File: config.mk
export PLATFORM = sky130hd
export DESIGN_NAME = alu_result_pipe
export DESIGN_NICKNAME = d
export VERILOG_FILES = /design/src/rtl/alu_pkg.sv /design/src/rtl/alu_pipe_stage.sv /design/src/rtl/alu_result_pipe.sv
export SDC_FILE = /design/constraint.sdc
export NUM_CORES = 1
export LEC_CHECK = 0
export CORE_UTILIZATION = 30
export DETAILED_ROUTE_END_ITERATION = 10
export DONT_BUFFER_PORTS = 1
export GPL_ROUTABILITY_DRIVEN = 0
export PLACE_DENSITY = 0.42
export SETUP_SLACK_MARGIN = 0.05
export SLEW_MARGIN = 20
export SYNTH_ARGS = -nofsm -noshare
export SYNTH_HDL_FRONTEND = slang
export SYNTH_SLANG_ARGS = --single-unit
File: constraint.sdc
create_clock -name clk -period 3 [get_ports clk]
set_input_delay 0.3 -clock clk [delete_from_list [all_inputs] [get_ports clk]]
set_output_delay 0.3 -clock clk [all_outputs]
set_load 0.02 [all_outputs]
File: src/rtl/alu_pkg.sv
// Shared defaults and helpers for the ALU result pipeline.
package alu_pkg;

    localparam int unsigned ALU_WIDTH  = 32;
    localparam int unsigned ALU_STAGES = 2;

    // Bits needed to count 0..stages held beats.
    function automatic int unsigned occ_width(input int unsigned stages);
        return $clog2(stages + 1);
    endfunction

endpackage

File: src/rtl/alu_pipe_stage.sv
// One ALU result pipeline stage: valid bit, result, zero/neg flags and the
// load condition that forms one link of the backward ready chain.
module alu_pipe_stage
    import alu_pkg::*;
#(
    parameter int unsigned WIDTH = ALU_WIDTH
) (
    input  logic             clk,
    input  logic             rst,
    input  logic             flush_i,
    input  logic             up_valid_i,
    input  logic [WIDTH-1:0] up_result_i,
    input  logic             up_zero_i,
    input  logic             up_neg_i,
    output logic             up_ready_o,
    input  logic             dn_ready_i,
    output logic             dn_valid_o,
    output logic [WIDTH-1:0] dn_result_o,
    output logic             dn_zero_o,
    output logic             dn_neg_o
);

    logic             valid_q, valid_d;
    logic [WIDTH-1:0] result_q, result_d;
    logic             zero_q, zero_d;
    logic             neg_q, neg_d;
    logic             load;

    // An empty stage, or one whose content is leaving this cycle, can take a new beat.
    assign load       = !valid_q || dn_ready_i;
    assign up_ready_o = load;

    // Next-state: capture upstream on load, hold otherwise; flush drops the valid bit.
    always_comb begin
        valid_d  = valid_q;
        result_d = result_q;
        zero_d   = zero_q;
        neg_d    = neg_q;
        if (load) begin
            valid_d  = up_valid_i;
            result_d = up_result_i;
            zero_d   = up_zero_i;
            neg_d    = up_neg_i;
        end
        if (flush_i) begin
            valid_d = 1'b0;
        end
    end

    // Stage registers, cleared asynchronously by reset.
    always_ff @(posedge clk or posedge rst) begin
        if (rst) begin
            valid_q  <= 1'b0;
            result_q <= '0;
            zero_q   <= 1'b0;
            neg_q    <= 1'b0;
        end else begin
            valid_q  <= valid_d;
            result_q <= result_d;
            zero_q   <= zero_d;
            neg_q    <= neg_d;
        end
    end

    assign dn_valid_o  = valid_q;
    assign dn_result_o = result_q;
    assign dn_zero_o   = zero_q;
    assign dn_neg_o    = neg_q;

endmodule

File: src/rtl/alu_result_pipe.sv
// Registered ALU result pipe: STAGES valid/ready stages carrying the result
// plus zero/neg flags computed at acceptance, with an occupancy counter.
module alu_result_pipe
    import alu_pkg::*;
#(
    parameter int unsigned WIDTH  = ALU_WIDTH,
    parameter int unsigned STAGES = ALU_STAGES
) (
    input  logic             clk,
    input  logic             rst,
    input  logic             in_valid,
    output logic             in_ready,
    input  logic [WIDTH-1:0] in_result,
    input  logic             flush,
    output logic             out_valid,
    input  logic             out_ready,
    output logic [WIDTH-1:0] out_result,
    output logic             out_zero,
    output logic             out_neg,
    output logic [3:0]       occupancy
);

    localparam int unsigned OCC_W = occ_width(STAGES);

    // Index k is the input side of stage k; index STAGES is the pipe output.
    logic             vld [STAGES+1];
    logic             rdy [STAGES+1];
    logic [WIDTH-1:0] res [STAGES+1];
    logic             zf  [STAGES+1];
    logic             nf  [STAGES+1];

    assign vld[0]      = in_valid;
    assign res[0]      = in_result;
    assign zf[0]       = (in_result == '0);
    assign nf[0]       = in_result[WIDTH-1];
    assign rdy[STAGES] = out_ready;

    for (genvar k = 0; k < STAGES; k++) begin : g_stage
        alu_pipe_stage #(
            .WIDTH(WIDTH)
        ) u_stage (
            .clk         (clk),
            .rst         (rst),
            .flush_i     (flush),
            .up_valid_i  (vld[k]),
            .up_result_i (res[k]),
            .up_zero_i   (zf[k]),
            .up_neg_i    (nf[k]),
            .up_ready_o  (rdy[k]),
            .dn_ready_i  (rdy[k+1]),
            .dn_valid_o  (vld[k+1]),
            .dn_result_o (res[k+1]),
            .dn_zero_o   (zf[k+1]),
            .dn_neg_o    (nf[k+1])
        );
    end

    assign in_ready   = rdy[0];
    assign out_valid  = vld[STAGES];
    assign out_result = res[STAGES];
    assign out_zero   = zf[STAGES];
    assign out_neg    = nf[STAGES];

    logic [OCC_W-1:0] occ_q, occ_d;
    logic             in_xfer;
    logic             out_xfer;

    assign in_xfer  = in_valid && in_ready;
    assign out_xfer = out_valid && out_ready;

    // Occupancy next-state: flush wins, otherwise net of input and output transfers.
    always_comb begin
        occ_d = occ_q;
        if (flush) begin
            occ_d = '0;
        end else if (in_xfer && !out_xfer) begin
            occ_d = occ_q + OCC_W'(1);
        end else if (out_xfer && !in_xfer) begin
            occ_d = occ_q - OCC_W'(1);
        end
    end

    // Occupancy register, cleared asynchronously by reset.
    always_ff @(posedge clk or posedge rst) begin
        if (rst) begin
            occ_q <= '0;
        end else begin
            occ_q <= occ_d;
        end
    end

    assign occupancy = 4'(occ_q);

endmodule

== Yosys cells after proc, flatten, opt, wreduce, memory -nomap -nowiden ==
Cells that the tools add are included.

* Add/sub/neg operators: 2
* Multiplexer cells: 7
* Reduce and logical (&&, ||, !) cells: 14

{| class="wikitable"
|+ Operators with widths
! operator !! count
|-
| $logic_not 32->1 || 1
|-
| $mux 2 || 3
|-
| $logic_and 1x1->1 || 4
|-
| $logic_not 1->1 || 4
|-
| $mux 1 || 4
|-
| $reduce_bool 2->1 || 2
|-
| $reduce_bool 3->1 || 1
|-
| $add 2x1->2 const B || 1
|-
| $logic_or 1x1->1 || 2
|-
| $sub 2x1->2 const B || 1
|}

* Register bits after elaboration: 72
* Bits of input ports: 37
* Output and inout bits: 40
* Word-level logic and storage cells: 32

== Longest topological paths before layout ==
Gate-level depths: netlist of run 1.

* Word-level depth: 9
* Mapped depth: 6
* Depth with buffers taken out: 4

== Hierarchy ==
A second synthesis of run 1 with hierarchy kept.

* Cell total of the unflattened synthesis: 186
* Area total of the unflattened synthesis: 3,166.8 µm²

{| class="wikitable"
|+ By module, submodules not included
! module !! times used !! cells each !! area an instance (µm²) !! sequential area each (µm²)
|-
| alu_pipe_stage || 2 || 77 || 1,461.4 || 875.8
|-
| alu_result_pipe || 1 || 32 || 244.0 || 50.0
|}

== Least setup slack after synthesis of run 1 ==
OpenSTA, ideal clock, no wires.

* Path type: register -> register
* Start point: register g_stage[1].u_stage.valid_q
* End point: register g_stage[0].u_stage.result_q[0]
* Library setup time: 125 ps
* Arrival time: 1,503 ps
* Data required time: 2,875 ps
* Path slack: 1,372 ps
* Cell stages (with the launch flop): 7
* Path buffers: 2
* Clock period less this slack: 1,628 ps
* Cells stage by stage: dfrtp_1 nor2b_2 buf_4 and2_4 inv_4 buf_6 mux2_4

* Word-level cells in the longest chain between the ends: 3

{| class="wikitable"
|+ Ends and longest elaborated chain
! what !! RTL line !! text
|-
| start: declaration || alu_pipe_stage.sv:23 || <nowiki>logic valid_q, valid_d;</nowiki>
|-
| start signal: assignment || alu_pipe_stage.sv:58 || <nowiki>valid_q <= valid_d;</nowiki>
|-
| $logic_not 1->1 || alu_pipe_stage.sv:30 || <nowiki>assign load = !valid_q || dn_ready_i;</nowiki>
|-
| $logic_or 1x1->1 (2 in series) || alu_pipe_stage.sv:30 ||
|-
| via in_ready || alu_result_pipe.sv:12 || <nowiki>output logic in_ready,</nowiki>
|-
| end signal: assignment || alu_pipe_stage.sv:59 || <nowiki>result_q <= result_d;</nowiki>
|-
| end: declaration || alu_pipe_stage.sv:24 || <nowiki>logic [WIDTH-1:0] result_q, result_d;</nowiki>
|}

The timed path passes the listed nets, and every way through them passes these cells.
A chain may end at the register's enable or synchronous reset.

== Final worst setup path of run 1 ==
* Start point: register g_stage[1].u_stage.valid_q
* End point: output in_ready

* Word-level cells in the longest chain between the ends: 3

{| class="wikitable"
|+ Ends and longest elaborated chain
! what !! RTL line
|-
| $logic_not 1->1 || alu_pipe_stage.sv:30
|-
| $logic_or 1x1->1 (2 in series) || alu_pipe_stage.sv:30
|-
| end: declaration || alu_result_pipe.sv:12
|}

Every way passes these cells.

==> reports/results.txt, run 1 <==
library cells used by synthesis -> 22
synthesized netlist cell count -> 175
GRT overflow -> 0
origin of the worst setup path -> g_stage[1].u_stage.dn_valid_o$_DFFE_PP0P_
maximum level of the CTS H-tree -> 3
CTS Buffer Depth -> 2
number of optimization iterations in the first detailed-route pass -> 3
DRT antenna net count -> 0
Final Skew -> 5.479 ps
die span in x -> 99.50 um
fin crit period -> 1966 ps
Req. time, crit path -> 2700 ps
initial drt markers -> 21
number of enable-type register cells in the synthesized netlist -> 0
initial antenna violation count -> 0
via-per-instance ratio -> 4.658
async set-reset flop share out of synthesis -> 100.0%
most common cell in the synthesized netlist -> sky130_fd_sc_hd__dfrtp_1
number of remaining DRC errors -> 0
Worst-Margin Slew -> 646.2 ps
met1 usage in global routing -> 13.85%
Antenna Cells -> 0
most frequently used flop master after synthesis -> sky130_fd_sc_hd__dfrtp_1
most common library cells after synthesis -> sky130_fd_sc_hd__dfrtp_1 (70), sky130_fd_sc_hd__mux2_2 (36), sky130_fd_sc_hd__mux2_4 (29)
count of instances resized after the clock tree is built -> 0
maximum fanout count along the critical path -> 32
simple-gate area share of the yosys netlist -> 4.388%
Root Driver -> sky130_fd_sc_hd__clkbuf_8
area of the mapped netlist -> 2851 um2
setup slack, reg-to-reg -> 1160 ps
final worst-path cycle share -> 65.53%
accumulated negative setup slack -> 0 ps
switching fraction of total power -> 23.74%
power density over the cells -> 639.8 nW/um2
FF-to-FF Start -> g_stage[1].u_stage.dn_valid_o$_DFFE_PP0P_
largest net degree at the start of global routing -> 35
starting density of the core -> 30.86%
leakage component of the power -> 1.429 nW
final instance area -> 3208 um2
number of synthesized register bits -> 70
clock-pin slew reported for the worst setup and hold paths after clock tree synthesis -> 70 ps
largest family of logic cells by synthesized area -> multiplexers
Avg Synthesized Cell Area -> 16.29 um2
final worst hold slack -> 32.77 ps
GRT Total Usage -> 12.58%
Placement Cell Area -> 2965 um2
# setup viols final -> 0
Synth warnings -> 0
Max-Cap Viols -> 0
number of cell rows -> 35
area overhead of the layout relative to synthesis -> 12.51%
layer carrying the most global-route usage -> met2
estimated wirelength of the detail-placed design -> 3.967 mm
mux share of post-synthesis cell area -> 29.49%
XOR/XNOR Fraction of Synth Area -> 0.6143%
height of the die -> 99.50 um
number of primary I/O pins -> 77
Port-buffer cells -> 0
Post-CTS Setup Inserts -> 0
met3 track utilization from global routing -> 4.989%
power share of the sequential group -> 53.3%
number of buffers added by the clock tree synthesis step -> 9
result of the run -> complete, no violations
met2 routing resource usage after global routing -> 21.47%
Crit Path Category -> flop to output pin
nature of the critical path endpoint -> output pin
wire per inst -> 18.16 um
Cell Int Power -> 0.001565 W
area of the die -> 9899 um2
share of synthesized cell area in full adder, half adder and majority cells -> 0%
worst hold path startpoint -> flush
first-pass GRT wire length -> 9.156 mm
net count reported at finish -> 219
area fraction of the dominant cell type after synthesis -> 61.43%
register area share after synthesis -> 61.43%
proportion of layout cells with a drive suffix above 1 -> 47.06%
clock share of power -> 40.6%
worst endpoint data arrival time -> 1670 ps
portion of total power attributed to combinational logic -> 6.1%
clock tree from TritonCTS -> yes
classification of the worst-slack hold path -> input port to flop
Synth Area in Compound Gates -> 0.8337%
core region area -> 9240 um2
cell taking the most area after synthesis -> sky130_fd_sc_hd__dfrtp_1
clock sink count -> 70
latest clock arrival within the worst-skew pair -> 330 ps
via count of the routed design -> 1472
Net Sw Power -> 0.0004873 W
setup repair after global routing missed its margin -> no
largest cells by area after synthesis -> sky130_fd_sc_hd__dfrtp_1 (61%), sky130_fd_sc_hd__mux2_4 (15%), sky130_fd_sc_hd__mux2_2 (14%)
wire length after detailed routing -> 5.739 mm
number of hold buffers added after CTS -> 1
Worst VDD drop -> 0.0002257 V
highest achievable clock rate -> 0.5087 GHz
number of pins exceeding their max-slew limit in the final report -> 0
via count of the first global-routing pass -> 1727
launching element type of the critical path -> flop
Final Hold Vio Count -> 0
relative slew slack -> 56.92%
==> power groups by stage <==
stage	clock [W]	combinational (W)	sequential, W
after floorplan	0	0.000112	0.00110
after global placement	0	0.000119	0.00111
after detailed placement	0	0.000127	0.00111
after CTS	0.000864	0.000128	0.00109
after global routing	0.000907	0.000140	0.00110
final	0.000833	0.000125	0.00109
==> stage by stage <==
stage               setup WS, ps  instances  utilization [%]  power [W]
detailed placement          1137        298            32.09   0.001239
floorplan                  931.8        176                -   0.001208
CTS                        976.3        315            34.61   0.002087
global placement            1195        298            32.09   0.001230
finish                      1034        316            34.72   0.002052
global route               938.0        316            34.72   0.002150
==> worst max-delay path, cell delays in order (launching register included) <==
cell and delay [ps]:
sky130_fd_sc_hd__dfrtp_1 490, sky130_fd_sc_hd__nor2b_4 180, sky130_fd_sc_hd__and2_4 170, sky130_fd_sc_hd__inv_4 480
==> layout by cell type, fill, tap and decap left out <==
master,instances
sky130_fd_sc_hd__nor2b_4,1
sky130_fd_sc_hd__nor4_1,8
sky130_fd_sc_hd__clkinv_2,2
sky130_fd_sc_hd__dlygate4sd3_1,2
sky130_fd_sc_hd__and2_4,1
sky130_fd_sc_hd__nor2_1,6
sky130_fd_sc_hd__bufinv_16,2
sky130_fd_sc_hd__a21oi_1,1
sky130_fd_sc_hd__inv_2,1
sky130_fd_sc_hd__clkbuf_8,10
sky130_fd_sc_hd__clkinvlp_4,2
sky130_fd_sc_hd__and3b_1,1
sky130_fd_sc_hd__buf_4,3
sky130_fd_sc_hd__o21ai_0,1
sky130_fd_sc_hd__mux2_2,36
sky130_fd_sc_hd__dfrtp_1,70
sky130_fd_sc_hd__conb_1,2
sky130_fd_sc_hd__nand2_1,1
sky130_fd_sc_hd__a31oi_1,1
sky130_fd_sc_hd__nand4_1,2
sky130_fd_sc_hd__mux2_4,29
sky130_fd_sc_hd__nor4bb_1,1
sky130_fd_sc_hd__xor2_1,2
sky130_fd_sc_hd__inv_4,1
sky130_fd_sc_hd__o31ai_1,1
==> path summary, 6_finish.rpt <==
kind,endpoint,depth (start not counted)
setup / recovery,in_ready,3
hold reg to reg,g_stage[0].u_stage.dn_zero_o$_DFFE_PP0P_,2
max in group asynchronous,g_stage[1].u_stage.dn_result_o[24]$_DFFE_PP0P_,3
min in group asynchronous,g_stage[1].u_stage.dn_result_o[4]$_DFFE_PP0P_,2
hold / removal,g_stage[1].u_stage.dn_valid_o$_DFFE_PP0P_,1
setup reg to reg,g_stage[0].u_stage.dn_result_o[29]$_DFFE_PP0P_,4
==> per-layer routing <==
layer | routed length (um) | share of wire (%)
met5 | 0 | 0
met4 | 77 | 1.3
met3 | 431 | 7.5
met2 | 2986 | 52
met1 | 2243 | 39
==> state kept, by name (all words and copies together) (netlist names) <==
| signal | flops |
|---|---|
| g_stage.u_stage.dn_zero_o | 2 |
| g_stage.u_stage.dn_result_o | 63 |
| g_stage.u_stage.dn_neg_o | 1 |
| occ_q | 2 |
| g_stage.u_stage.dn_valid_o | 2 |
==> kinds of logic after synthesis <==
family,after synthesis
XOR/XNOR,2
other,1
AO/OA/AOI/OAI,4
multiplexers,65
buffers and inverters,12
flip-flops,70
AND/OR/NAND/NOR,21
==> layout make-up <==
type | count | area (um2)
flip-flops and latches | 70 | 1752
repair buffers | 5 | 42.54
fillers | 883 | 6032
well taps | 129 | 161.4
inverters | 2 | 10.01
multi-input cells | 94 | 1020
clock inverters | 6 | 85.08
clock buffers | 10 | 137.6
(Power assumes the default switching activity.)
==> run 2, diff against run 1 <==
- clock period: 3 -> 1.9 ns (I/O delays scaled with it)
==> run 2 against run 1 <==
Effect of this change:
- cell count increased by 10%
- routed wire length increased by 3.9%
- sequential cell count unchanged
- die area did not move
- clock power up 34%
- critical path type unchanged
- critical endpoint unchanged
==> reports/results.txt, run 2 (same netlist as run 1, synthesis figures left out) <==
result of the run -> complete, no violations
clock sink count -> 70
Worst-Margin Slew -> 770.3 ps
via-per-instance ratio -> 4.470
cell family with the largest share of critical-path delay -> buffers and inverters
Final Hold Vio Count -> 0
classification of the worst-slack hold path -> input port to flop
fin crit period -> 1755 ps
count of instances resized after the clock tree is built -> 0
max reg flops -> 63
accumulated negative setup slack -> 0 ps
Port-buffer cells -> 0
Final Skew -> 5.638 ps
capturing instance or port of the critical path -> in_ready
Antenna Cells -> 0
Root Driver -> sky130_fd_sc_hd__clkbuf_8
setup repair after global routing missed its margin -> no
DRT antenna net count -> 0
clock-pin slew reported for the worst setup and hold paths after clock tree synthesis -> 70 ps
met1 usage in global routing -> 15.80%
FF-to-FF path depth -> 5
number of pins exceeding their max-slew limit in the final report -> 0
Max-Cap Viols -> 0
Critical R2R Capture -> g_stage[0].u_stage.dn_result_o[13]$_DFFE_PP0P_
maximum level of the CTS H-tree -> 3
largest stage delay on the critical path -> 380 ps
relative slew slack -> 48.54%
nature of the critical path endpoint -> output pin
initial drt markers -> 22
leading cell types in the layout, fill and taps excluded -> sky130_fd_sc_hd__dfrtp_1 (70), sky130_fd_sc_hd__mux2_2 (36), sky130_fd_sc_hd__dlygate4sd3_1 (35), sky130_fd_sc_hd__mux2_4 (29), sky130_fd_sc_hd__clkbuf_8 (10)
number of optimization iterations in the first detailed-route pass -> 3
largest net degree at the start of global routing -> 37
Crit path top cell by count -> sky130_fd_sc_hd__buf_4
worst endpoint data arrival time -> 1560 ps
Crit Path Category -> flop to output pin
most common cell after layout, fill and taps aside -> sky130_fd_sc_hd__dfrtp_1
die span in x -> 99.50 um
wire length after detailed routing -> 5.965 mm
area overhead of the layout relative to synthesis -> 24.27%
power density over the cells -> 877.3 nW/um2
CP bufs+invs -> 3
count of cell instances traversed by the critical path -> 5
starting density of the core -> 30.86%
worst hold path startpoint -> in_result[15]
met3 track utilization from global routing -> 4.076%
highest achievable clock rate -> 0.5700 GHz
number of cell rows -> 35
final std cells w/o fill -> 349
critical-path cell with the highest stage delay -> sky130_fd_sc_hd__dfrtp_1
GRT Total Usage -> 13.06%
net count reported at finish -> 255
initial antenna violation count -> 0
met2 routing resource usage after global routing -> 21.31%
first-pass GRT wire length -> 9.577 mm
clock tree from TritonCTS -> yes
Worst VDD drop -> 0.0002685 V
leakage component of the power -> 1.570 nW
wire per inst -> 17.09 um
estimated wirelength of the detail-placed design -> 3.928 mm
Filler cells -> 871
latest clock arrival within the worst-skew pair -> 330 ps
number of remaining DRC errors -> 0
Post-CTS Setup Inserts -> 0
layer carrying the most global-route usage -> met2
launching element type of the critical path -> flop
# setup viols final -> 0
final worst-path cycle share -> 92.34%
maximum fanout count along the critical path -> 15
area of the die -> 9899 um2
via count of the routed design -> 1560
number of primary I/O pins -> 77
FF-to-FF Start -> g_stage[1].u_stage.dn_valid_o$_DFFE_PP0P_
number of buffers added by the clock tree synthesis step -> 9
Req. time, crit path -> 1710 ps
height of the die -> 99.50 um
core region area -> 9240 um2
setup slack, reg-to-reg -> 410 ps
number of hold buffers added after CTS -> 35
CP Cell Sequence -> nor2b_4 > and2_4 > inv_4 > buf_4 > buf_4
via count of the first global-routing pass -> 1832
CTS Buffer Depth -> 2
number of cells after detailed placement -> 301
origin of the worst setup path -> g_stage[1].u_stage.dn_valid_o$_DFFE_PP0P_
proportion of layout cells with a drive suffix above 1 -> 39.55%
GRT overflow -> 0
run 2: cell count changes in the layout (fill, tap and decap cells not counted):
| cell | delta |
|---|---|
| sky130_fd_sc_hd__clkinvlp_4 | -1 |
| sky130_fd_sc_hd__clkinv_2 | -1 |
| sky130_fd_sc_hd__bufinv_16 | -1 |
| sky130_fd_sc_hd__buf_4 | +1 |
| sky130_fd_sc_hd__buf_12 | +2 |
| sky130_fd_sc_hd__inv_2 | -1 |
| sky130_fd_sc_hd__clkbuf_1 | +1 |
| sky130_fd_sc_hd__dlygate4sd3_1 | +33 |
run 2: worst min-delay path by stage:
stage | to | slack (ps) | cells past startpoint
after floorplan | g_stage[0].u_stage.dn_valid_o$_DFFE_PP0P_ | 260 | 1
after global placement | g_stage[1].u_stage.dn_result_o[29]$_DFFE_PP0P_ | 210 | 1
after detailed placement | g_stage[1].u_stage.dn_result_o[30]$_DFFE_PP0P_ | 240 | 1
after CTS | g_stage[0].u_stage.dn_zero_o$_DFFE_PP0P_ | 60 | 3
after global routing | g_stage[0].u_stage.dn_zero_o$_DFFE_PP0P_ | 60 | 3
final | g_stage[0].u_stage.dn_zero_o$_DFFE_PP0P_ | 90 | 3
run 2: metrics by stage:
step                      instance area, um2  hold WS, ps  setup WS [ps]  power, W  util, %
final                                   3543        86.47          145.5  0.003109    38.35
after global routing                    3543        64.27          80.32  0.003266    38.35
after CTS                               3543        62.71          124.7  0.003162    38.35
after detailed placement                3017        240.6          426.1  0.001962    32.65
after global placement                  3017        210.9          466.9  0.001949    32.65
after floorplan                         2859        256.4          272.3  0.001907        -
run 2: tightest hold or removal path: stages:
cell                      delay, ps
sky130_fd_sc_hd__nor4_1          40
sky130_fd_sc_hd__nand4_1         80
sky130_fd_sc_hd__o31ai_1         70
run 2: final cells by class:
cell class | instances | area (um2) | area share (%)
Tap cell | 129 | 161.4 | 4.555
Clock buffer | 11 | 141.4 | 3.990
Multi-Input combinational cell | 94 | 1020 | 28.78
Sequential cell | 70 | 1752 | 49.44
Timing Repair Buffer | 41 | 420.4 | 11.86
Inverter | 2 | 13.76 | 0.3884
Clock inverter | 2 | 35.03 | 0.9887
run 2: per-layer routing:
layer / up-vias / wire [um] / part of all wire [%]
li1: 697 / - / -
met1: 800 / 2528 / 42
met2: 53 / 2940 / 49
met3: 10 / 390 / 6.5
met4: 0 / 105 / 1.8
met5: - / 0 / 0
run 2: where the power goes:
group	leakage [nW]	total, W	switching [W]	internal [W]
combinational	0.652	0.000263	0.0000985	0.000164
clock	0.0911	0.00112	0.000501	0.000619
sequential	0.826	0.00173	0.000139	0.00159
total	1.57	0.00311	0.000738	0.00237
